[config.mk]
export PLATFORM = sky130hd
export DESIGN_NAME = rotate_sequencer_flat
export DESIGN_NICKNAME = d
export VERILOG_FILES = /design/src/rtl/rotate_sequencer_if.sv /design/src/rtl/rotate_sequencer.sv /design/src/flat_wrapper.sv
export SDC_FILE = /design/constraint.sdc
export NUM_CORES = 1
export LEC_CHECK = 0
export ABC_CLOCK_PERIOD_IN_PS = 2400
export CAP_MARGIN = 20
export CORE_MARGIN = 10
export CORE_UTILIZATION = 55
export CTS_BUF_LIST = sky130_fd_sc_hd__clkbuf_4
export CTS_CLUSTER_SIZE = 28
export DETAILED_ROUTE_END_ITERATION = 12
export PLACE_DENSITY = 0.87
export SETUP_SLACK_MARGIN = 0.15
export SYNTH_ARGS = -nofsm -noshare
export SYNTH_HDL_FRONTEND = slang
export SYNTH_SLANG_ARGS = --single-unit
export TNS_END_PERCENT = 1
[constraint.sdc]
create_clock -name clk -period 2.4 [get_ports clk]
set_input_delay 0.24 -clock clk [delete_from_list [all_inputs] [get_ports clk]]
set_output_delay 0.24 -clock clk [all_outputs]
set_load 0.02 [all_outputs]
[src/rtl/rotate_sequencer_if.sv]
// Command handshake bundle for the ring-rotator sequencer.
interface rotate_sequencer_if #(
  parameter int WIDTH = 4,
  parameter int CNT_W = 8
);
  logic             cmd_valid;
  logic             cmd_ready;
  logic [WIDTH-1:0] cmd_pattern;
  logic             cmd_dir;
  logic [CNT_W-1:0] cmd_steps;

  modport master (
    output cmd_valid,
    output cmd_pattern,
    output cmd_dir,
    output cmd_steps,
    input  cmd_ready
  );

  modport slave (
    input  cmd_valid,
    input  cmd_pattern,
    input  cmd_dir,
    input  cmd_steps,
    output cmd_ready
  );
endinterface

[src/rtl/rotate_sequencer.sv]
// Command-driven ring rotator: loads a pattern and rotates it
// one position every DIV clocks for a commanded number of steps.
module rotate_sequencer #(
  parameter int WIDTH = 4,
  parameter int DIV   = 4,
  parameter int CNT_W = 8
) (
  input  logic             clk,
  input  logic             reset,
  rotate_sequencer_if.slave cmd,
  input  logic             abort,
  output logic [WIDTH-1:0] out,
  output logic             busy,
  output logic             step,
  output logic             done
);
  localparam int PW = (DIV > 1) ? $clog2(DIV) : 1;

  typedef enum logic [1:0] {
    IDLE = 2'd0,
    RUN  = 2'd1,
    FIN  = 2'd2
  } state_t;

  state_t           state_q;
  state_t           state_d;
  logic [PW-1:0]    presc_q;
  logic [CNT_W-1:0] remaining_q;
  logic             dir_q;
  logic             accept;
  logic             tick;
  logic             wrap;
  logic [WIDTH-1:0] rot;

  assign wrap = (presc_q == PW'(DIV - 1));

  always_comb begin
    rot = dir_q ? {out[0], out[WIDTH-1:1]}
                : {out[WIDTH-2:0], out[WIDTH-1]};
  end

  always_comb begin
    state_d = state_q;
    accept  = 1'b0;
    tick    = 1'b0;
    unique case (state_q)
      IDLE: begin
        if (cmd.cmd_valid && cmd.cmd_ready) begin
          accept  = 1'b1;
          state_d = (cmd.cmd_steps == '0) ? FIN : RUN;
        end
      end
      RUN: begin
        // abort wins over a coincident tick
        if (abort) begin
          state_d = FIN;
        end else if (wrap) begin
          tick = 1'b1;
          if (remaining_q == CNT_W'(1)) state_d = FIN;
        end
      end
      FIN: state_d = IDLE;
      default: state_d = IDLE;
    endcase
  end

  always_ff @(posedge clk) begin
    if (reset) begin
      state_q       <= IDLE;
      out           <= {{(WIDTH-1){1'b0}}, 1'b1};
      cmd.cmd_ready <= 1'b1;
      busy          <= 1'b0;
      step          <= 1'b0;
      done          <= 1'b0;
      presc_q       <= '0;
      remaining_q   <= '0;
      dir_q         <= 1'b0;
    end else begin
      state_q       <= state_d;
      cmd.cmd_ready <= (state_d == IDLE);
      busy          <= (state_d == RUN);
      done          <= (state_d == FIN);
      step          <= tick;
      if (accept) begin
        out         <= cmd.cmd_pattern;
        dir_q       <= cmd.cmd_dir;
        remaining_q <= cmd.cmd_steps;
        presc_q     <= '0;
      end else if (state_q == RUN && !abort) begin
        presc_q <= wrap ? '0 : presc_q + PW'(1);
        if (tick) begin
          out         <= rot;
          remaining_q <= remaining_q - CNT_W'(1);
        end
      end
    end
  end
endmodule

[src/flat_wrapper.sv]
// flat-port wrapper written by rule: the top's interface ports become plain ports
module rotate_sequencer_flat 
#(
  parameter int WIDTH = 4,
  parameter int DIV   = 4,
  parameter int CNT_W = 8
)
  (clk, reset, abort, out, busy, step, done, cmd_cmd_valid, cmd_cmd_pattern, cmd_cmd_dir, cmd_cmd_steps, cmd_cmd_ready);
  rotate_sequencer_if #(.WIDTH(WIDTH), .CNT_W(CNT_W)) cmd_i ();
  input  logic clk;
  input  logic reset;
  input  logic abort;
  output logic [WIDTH-1:0] out;
  output logic busy;
  output logic step;
  output logic done;
  input wire logic [$bits(cmd_i.cmd_valid)-1:0] cmd_cmd_valid;
  input wire logic [$bits(cmd_i.cmd_pattern)-1:0] cmd_cmd_pattern;
  input wire logic [$bits(cmd_i.cmd_dir)-1:0] cmd_cmd_dir;
  input wire logic [$bits(cmd_i.cmd_steps)-1:0] cmd_cmd_steps;
  output wire logic [$bits(cmd_i.cmd_ready)-1:0] cmd_cmd_ready;
  assign cmd_i.cmd_valid = cmd_cmd_valid;
  assign cmd_i.cmd_pattern = cmd_cmd_pattern;
  assign cmd_i.cmd_dir = cmd_cmd_dir;
  assign cmd_i.cmd_steps = cmd_cmd_steps;
  assign cmd_cmd_ready = cmd_i.cmd_ready;
  rotate_sequencer #(.WIDTH(WIDTH), .DIV(DIV), .CNT_W(CNT_W)) u_core (.clk(clk), .reset(reset), .cmd(cmd_i), .abort(abort), .out(out), .busy(busy), .step(step), .done(done));
endmodule
## Word level (Yosys, flattened, before mapping)

Index checks and enable logic that the tools add are counted.

- Div/mod/pow operators: 0
- Magnitude comparators: 0
- Bitwise logic cells: 0
- Multipliers: 0
- Eq/ne operators: 5
- Add/sub/neg operators: 2
- Reductions and logical operators: 10
- Shifts and indexed selects: 0
- Muxes and demuxes: 19

Operator list:

| operator | number |
|---|---|
| 8-bit two-way mux | 3 |
| 4-bit two-way mux | 4 |
| 2-bit two-way mux | 6 |
| 8-bit by 1-bit equality test with 1-bit output (second input constant) | 1 |
| 8-bit zero test | 1 |
| 8-bit by 1-bit subtractor with 8-bit output (second input constant) | 1 |
| 1-bit two-way mux | 5 |
| 2-bit by 1-bit equality test with 1-bit output (second input constant) | 2 |
| 2-bit equality test (second input constant) | 2 |
| 2-bit zero test | 2 |
| 2-bit one-hot mux with 2 select lines | 1 |
| 2-bit nonzero test | 2 |
| 2-bit by 1-bit adder with 2-bit output (second input constant) | 1 |
| 1-bit logical AND | 2 |
| 2-bit AND reduction | 1 |
| 2-bit OR reduction | 1 |
| 1-bit zero test | 1 |

- Memory bits (writable): 0
- Bits in read-only memories: 0
- Logic and storage cells: 45
- Output and inout port bits: 8
- Bits of input ports: 17
- Latch bits: 0
- Memories: 0
- Register bits: 21

## Longest topological paths before layout

Gate-level depths: netlist of the first run.

- Depth after elaboration: 7
- Mapped depth: 7
- Mapped depth without buffers: 6

## Worst setup path before layout of the first run

No wires, ideal clock.

- Kind: register to register
- Start: register u_core.presc_q[0]
- End: register u_core.remaining_q[4]
- Cell stages (with the launch flop): 7
- Setup time: 134 ps
- Period minus slack after synthesis: 1395 ps
- Setup slack: 1005 ps
- Buffers on the path: 2
- Data required time: 2266 ps
- Arrival time: 1261 ps
- Cell sequence: dfxtp_1 > ha_1 > and4bb_1 > buf_6 > buf_6 > a32oi_1 > a21oi_1

- Cells in the longest elaborated chain, start to end: 6

RTL lines:

| element | RTL line | RTL |
|---|---|---|
| from (decl) | rotate_sequencer.sv:27 | `logic [PW-1:0] presc_q;` |
| from (signal assigned) | rotate_sequencer.sv:90 | `presc_q <= wrap ? '0 : presc_q + PW'(1);` |
| 2-bit equality test | rotate_sequencer.sv:35 | `assign wrap = (presc_q == PW'(DIV - 1));` |
| 1-bit two-way mux | rotate_sequencer.sv:57 | `end else if (wrap) begin` |
| 1-bit two-way mux | rotate_sequencer.sv:55 | `if (abort) begin` |
| 1-bit two-way mux | rotate_sequencer.sv:46 | `unique case (state_q)` |
| 2-bit nonzero test (no line) | n/a |  |
| 2-bit AND reduction (no line) | n/a |  |
| to (signal assigned) | rotate_sequencer.sv:87 | `remaining_q <= cmd.cmd_steps;` |
| to (signal assigned) | rotate_sequencer.sv:93 | `remaining_q <= remaining_q - CNT_W'(1);` |
| to (decl) | rotate_sequencer.sv:28 | `logic [CNT_W-1:0] remaining_q;` |

Every way passes these cells.
A chain may end at the register's enable or synchronous reset.

## Final worst setup path of the first run

- Start: register u_core.presc_q[0]
- End: register u_core.remaining_q[7]

The elaborated chain is that of the path after synthesis.

==> results.ini, run 1 <==
[setup_path]
worst-path-buf-inv = 0
r2r_cells = 5
worst-path-max-fanout = 16
crit_type = reg2reg
arrival_ns = 2.07
endpoint_kind = flop
cpPeakStageDelay_ns = 0.59
path_delay_family = simple AND/OR/NAND/NOR gates
cp.required_ns = 2.64
worst-r2r-setup-slack_ns = 0.57
crit_path_cell_trace = ha_1 > and4bb_1 > nand4_1 > a2bb2oi_1 > a21oi_1
crit_path_start_kind = flop
cp_slowest_cell = and4bb_1
path_depth = 5

[job]
drv_cap = 0

[final_layout]
finalNetCount = 162
n_antenna_cell = 0
drive_gt1_share_pct = 8.511
syn2layout_area_growth_pct = 24.65
utilization_pct = 74.53
fillCellCount = 138

[timing]
maxSlewHeadroom_pct = 59.77
setup_tns_ns = 0
hold_viol = 0
final_max_slew_viol_count = 0
max_freq_mhz = 545.7
tightest_slew_ns = 0.6017
setup_viol_count_final = 0
min_period_over_period_pct = 76.35
skew_ns = 0.004572
fin_crit_ns = 1.832
rsz0062_at_grt = false

[placed_design]
hpwlAfterDp_mm = 2.086
io_buffers = 24
gp_congestion = 0.9565

[synthesis]
netlist_area_um2 = 1066
syn_inst = 119
synth_edf_count = 0
postSynth.asyncResetShare_pct = 0
avgSynthCellArea_um2 = 8.958
synthFlopType = dfxtp_1
synth.largest_area_cell = dfxtp_1
synth_fp_nets = 139
seq_area_frac_synth_pct = 39.44
synth-seq-cells = 21
synth.area.top_cells = dfxtp_1, mux2i_1, nor2_1
synth_top_area_share_pct = 39.44
synth-warning-count = 0
synth_cell_types = 35

[die]
die_x_um = 64.03
io_pins = 25
dieArea_um2 = 4099
row_count = 15
die_y_um = 64.03
initial_utilization_pct = 59.79
coreArea_um2 = 1783

[route]
via_count = 995
route.detailed.wl_per_inst_um = 16.14
via_per_inst = 5.994
ant_nets = 0
drt_iter0_drc = 69
drc_errors = 0
routed_wl_mm = 2.679
drtPass1Iterations = 4

[pwr]
powerDensity_nw_per_um2 = 558.8
power.leakage_nw = 0.4618
peakVddDrop_uv = 418.6

[outcome]
status = finished, final reports clean

[grt]
overflow = 0
antenna_found_initial = 0
grt_pass1_vias = 931
gr-usage-all-layers_pct = 12.88
grt_max_degree = 17
grt_pass1_wl_mm = 4.347

[clock_tree]
tritoncts = built
cts_buffers = 3
insertion_delay_ns = 0.30
clock_path_buffers = 2
cts_htree_levels = 1
cts_root_buffer = clkbuf_4
clk_pin_slew_ns = 0.12
hold_buffers = 0
cts-resized-gates = 0
post_cts_buffers = 0
clock_sinks = 21

[min_path]
hold_path.class = in2reg
hold_depth = 3

worst reg2reg max path: stages, from the launching register on:
cell and delay [ns]:
dfxtp_1 0.38, ha_1 0.27, and4bb_1 0.59, nand4_1 0.21, a2bb2oi_1 0.19, a21oi_1 0.14
per-stage QoR:
| step | std cells | cell area [um2] | setup slack [ns] | hold WS, ns | total power, mW |
|---|---|---|---|---|---|
| final | 166 | 1329 | 0.5676 | 0.4757 | 0.7426 |
| after global routing | 166 | 1329 | 0.3910 | 0.4543 | 0.7790 |
| after floorplan | 119 | 1066 | 1.005 | 0.3581 | 0.5051 |
| after detailed placement | 162 | 1301 | 0.4849 | 0.4908 | 0.5774 |
| after global placement | 162 | 1301 | 0.5800 | 0.4660 | 0.5694 |
| after CTS | 166 | 1329 | 0.5912 | 0.4733 | 0.7441 |
kinds of logic (layout without fill, tap and decap cells):
logic type	Yosys count	in the layout	synth area share [%]
flip-flops	21	21	39.44
buffers and inverters	10	32	5.517
AND/OR/NAND/NOR	53	53	27.47
multiplexers	6	6	5.634
adder cells (fa/ha/maj)	3	3	3.522
AO/OA/AOI/OAI	25	25	17.61
XOR/XNOR	1	1	0.8217
cell usage after synthesis, types with 2 or more instances:
| master | n |
|---|---|
| clkbuf_1 | 2 |
| nand4_1 | 2 |
| nor3_1 | 2 |
| a21oi_1 | 8 |
| and4bb_1 | 2 |
| buf_2 | 2 |
| nor2_1 | 16 |
| nand3_1 | 10 |
| a221oi_1 | 2 |
| a2bb2oi_1 | 3 |
| mux2i_1 | 6 |
| nand2_1 | 11 |
| ha_1 | 3 |
| o32ai_1 | 2 |
| nor2b_1 | 2 |
| buf_6 | 2 |
| dfxtp_1 | 21 |
| o211ai_1 | 3 |
| inv_1 | 2 |
| nor4_1 | 3 |
power by group:
group / internal (mW) / total, mW / switching (mW)
logic: 0.0852 / 0.171 / 0.0862
registers: 0.373 / 0.399 / 0.0265
clock network: 0.0621 / 0.172 / 0.110
total: 0.520 / 0.743 / 0.223
final timing paths:
path                               from                     to
setup / recovery      u_core.presc_q[0]  u_core.remaining_q[7]
hold / removal       cmd_cmd_pattern[1]          u_core.out[1]
setup reg to reg      u_core.presc_q[0]  u_core.remaining_q[7]
hold reg to reg   u_core.remaining_q[6]  u_core.remaining_q[6]
cell usage in the layout, fill, tap and decap left out, drive strengths merged, types with 3 or more instances in the layout:
cell,n
clkdlybuf4s50,24
dfxtp,21
nor2,16
nand2,11
nand3,10
a21oi,8
mux2i,6
nor4,4
a2bb2oi,3
o211ai,3
ha,3
clkbuf,3
nor3,3
per-layer routing:
layer	routed length, um	vias to the layer above	part of all wire, %	global-route usage (%)
li1	-	480	-	-
met1	1087	468	41	14.89
met2	1339	41	50	22.01
met3	196	6	7.3	3.310
met4	55	0	2.1	5.191
met5	0	-	0	0
state kept, by name, summed over array words and instances, names as in the netlist:
register and count:
u_core.remaining_q 8, u_core.out 4, u_core.presc_q 2, u_core.state_q 2, u_core.busy 1, u_core.cmd.cmd_ready 1
u_core.dir_q 1, u_core.done 1, u_core.step 1
area by class of cell:
| type | count | area [um2] | share of cell area [%] |
|---|---|---|---|
| inverter | 2 | 7.507 | 0.5650 |
| clock inverter | 1 | 5.005 | 0.3766 |
| sequential | 21 | 420.4 | 31.64 |
| timing repair buffer | 26 | 255.2 | 19.21 |
| multi-input combinational | 88 | 586.8 | 44.16 |
| clock buffer | 3 | 22.52 | 1.695 |
| tap | 25 | 31.28 | 2.354 |
Power figures use the tool's default switching activity.
==> inputs of run 2 (changes only) <==
ABC_CLOCK_PERIOD_IN_PS = 1800   (was 2400)
CORE_UTILIZATION = 51   (was 55)
PLACE_DENSITY = 0.81   (was 0.87)
clock period = 1.8 ns   (was 2.4 ns; I/O delays follow)
==> run 2 against run 1 <==
Effect of this change:
- global-route usage barely moved
- register-to-register slack got worse by 0.25 ns
- setup slack got worse by 0.28 ns
- die area rose by 5.4%
- critical path type is now reg2out
- hold slack got worse by 0.064 ns
==> results.ini, run 2 (synthesis gave the netlist of run 1 again) <==
[outcome]
status = finished, final reports clean

[setup_path]
crit_end = out[1]
rr_endpoint = u_core.out[2]
crit_path_cell_trace = clkdlybuf4s50_1
cpPeakStageDelay_ns = 0.63  ; +0.04 ns
worst-path-max-fanout = 4  ; -12
path_depth = 1  ; -4
cp_slowest_cell = clkdlybuf4s50_1
r2r_cells = 6  ; +1
critPathLaunch = u_core.out[1]
reg2reg_from = u_core.presc_q[0]
crit_type = reg2out
worst-path-buf-inv = 1  ; +1
crit_path_start_kind = flop
worst-r2r-setup-slack_ns = 0.32  ; -0.25 ns
arrival_ns = 1.33  ; -0.74 ns
cp.required_ns = 1.62  ; -1.02 ns
endpoint_kind = output pin
path_delay_family = buffers and inverters

[pwr]
combPwrFrac_pct = 23.3  ; +0.2 points
peakVddDrop_uv = 528.2  ; +26%
pwr-share-seq_pct = 53.0  ; -0.8 points
power.leakage_nw = 0.4805  ; +4.1%
power.share.clock_pct = 23.7  ; +0.5 points
p_switching_uw = 299.6  ; +35%
powerDensity_nw_per_um2 = 731.0  ; +31%
internal_power_uw = 702.8  ; +35%
switching_share_pct = 29.89  ; -0.078 points

[die]
dieArea_um2 = 4319  ; +5.4%
die_x_um = 65.72  ; +2.6%
row_count = 16  ; +1
die_y_um = 65.72  ; +2.6%
io_pins = 25  ; unchanged
initial_utilization_pct = 53.79  ; -6.0 points
coreArea_um2 = 1982  ; +11%

[timing]
timing.final.ws_setup_ns = 0.2860  ; -0.2816 ns
tightest_slew_ns = 0.3455  ; -0.2562 ns
rsz0062_at_grt = false
fin_crit_ns = 1.514
final_max_slew_viol_count = 0  ; unchanged
hold_viol = 0  ; unchanged
setup_viol_count_final = 0  ; unchanged
max_freq_mhz = 660.5
setup_tns_ns = 0  ; unchanged
maxSlewHeadroom_pct = 76.75  ; +17 points
min_period_over_period_pct = 84.11
skew_ns = 0.01015  ; +0.005581 ns

[final_layout]
finalNetCount = 167  ; +3.1%
largest_reg_flops = 8  ; unchanged
fillCellCount = 154  ; +12%
reg_top3 = u_core.remaining_q (8), u_core.out (4)
utilization_pct = 69.19  ; -5.3 points
final_common_cell = clkdlybuf4s50_1
top_register = u_core.remaining_q
drive_gt1_share_pct = 12.33  ; +3.8 points
n_antenna_cell = 0  ; unchanged
layout_common_cells = clkdlybuf4s50_1, dfxtp_1, nor2_1
syn2layout_area_growth_pct = 28.64

[grt]
grt_pass1_wl_mm = 4.478  ; +3.0%
grt_max_degree = 14  ; -3
grt_pass1_vias = 998  ; +7.2%
gr-usage-all-layers_pct = 12.86  ; -0.023 points
overflow = 0  ; unchanged
antenna_found_initial = 0  ; unchanged

[placed_design]
pre_cts_ws_ns = 0.09154  ; -0.3934 ns
hpwlAfterDp_mm = 2.048  ; -1.8%
gp_congestion = 0.8735  ; -8.7%
io_buffers = 24  ; unchanged

[route]
via_per_inst = 5.561  ; -7.2%
via_count = 962  ; -3.3%
routed_wl_mm = 2.588  ; -3.4%
route.detailed.wl_per_inst_um = 14.96  ; -7.3%
drt_iter0_drc = 29  ; -58%
ant_nets = 0  ; unchanged
drc_errors = 0  ; unchanged
drtPass1Iterations = 4  ; unchanged

[clock_tree]
post_cts_buffers = 0  ; unchanged
cts_htree_levels = 1  ; unchanged
insertion_delay_ns = 0.31  ; about the same
tritoncts = built
clk_pin_slew_ns = 0.12  ; about the same
clock_sinks = 21  ; unchanged
clock_path_buffers = 2  ; unchanged
cts_root_buffer = clkbuf_4
cts_buffers = 3  ; unchanged

[min_path]
hp-start = cmd_cmd_dir
hold_path.class = in2reg

[job]
drv_cap = 0  ; unchanged

[run 2: worst reg2reg max path: stages, from the launching register on]
cell and delay (ns):
dfxtp_1 0.39, ha_1 0.18, and4bb_2 0.39, buf_4 0.19, nand2_1 0.05, o211ai_1 0.09, a21oi_1 0.09
[run 2: layout make-up]
class	instances	area [um2]	area share [%]
tap	27	33.78	2.463
clock inverter	1	7.507	0.5474
multi-input combinational	88	586.8	42.79
clock buffer	3	22.52	1.642
sequential	21	420.4	30.66
inverter	2	7.507	0.5474
timing repair buffer	31	292.8	21.35
[run 2: repair_timing]
action	in CTS	in global routing
gates resized for setup	0	1
hold buffers	0	0
endpoints found under the setup margin	0	6
[run 2: how the worst min path moves through the flow]
stage	slack [ns]	cells after the start	end
after floorplan	0.30	1	u_core.out[0]
after global placement	0.47	2	u_core.remaining_q[7]
after detailed placement	0.49	2	u_core.remaining_q[6]
after CTS	0.41	3	u_core.out[3]
after global routing	0.41	3	u_core.dir_q
final	0.41	3	u_core.dir_q
[run 2: power groups by stage]
stage | Clock, mW | Sequential, mW | Combinational [mW]
floorplan | 0 | 0.548 | 0.126
global placement | 0 | 0.540 | 0.228
detailed placement | 0 | 0.542 | 0.234
CTS | 0.243 | 0.531 | 0.235
global route | 0.258 | 0.537 | 0.258
finish | 0.238 | 0.532 | 0.233
[run 2: routing by layer]
layer | GRT usage [%] | share of wire (%) | vias to the layer above | wire (um)
met4 | 4.813 | 0.93 | 0 | 24
met1 | 13.42 | 42 | 455 | 1098
met2 | 22.71 | 51 | 18 | 1307
met3 | 4.915 | 6.1 | 2 | 157
li1 | - | - | 487 | -
met5 | 0 | 0 | - | 0
[run 2: metrics by stage]
stage | power (mW) | hold slack (ns) | std cells | instance area [um2]
finish | 1.002 | 0.4113 | 173 | 1371
global route | 1.053 | 0.4115 | 173 | 1371
global placement | 0.7675 | 0.4664 | 169 | 1341
CTS | 1.008 | 0.4118 | 173 | 1371
floorplan | 0.6735 | 0.2981 | 119 | 1066
detailed placement | 0.7752 | 0.4870 | 169 | 1341
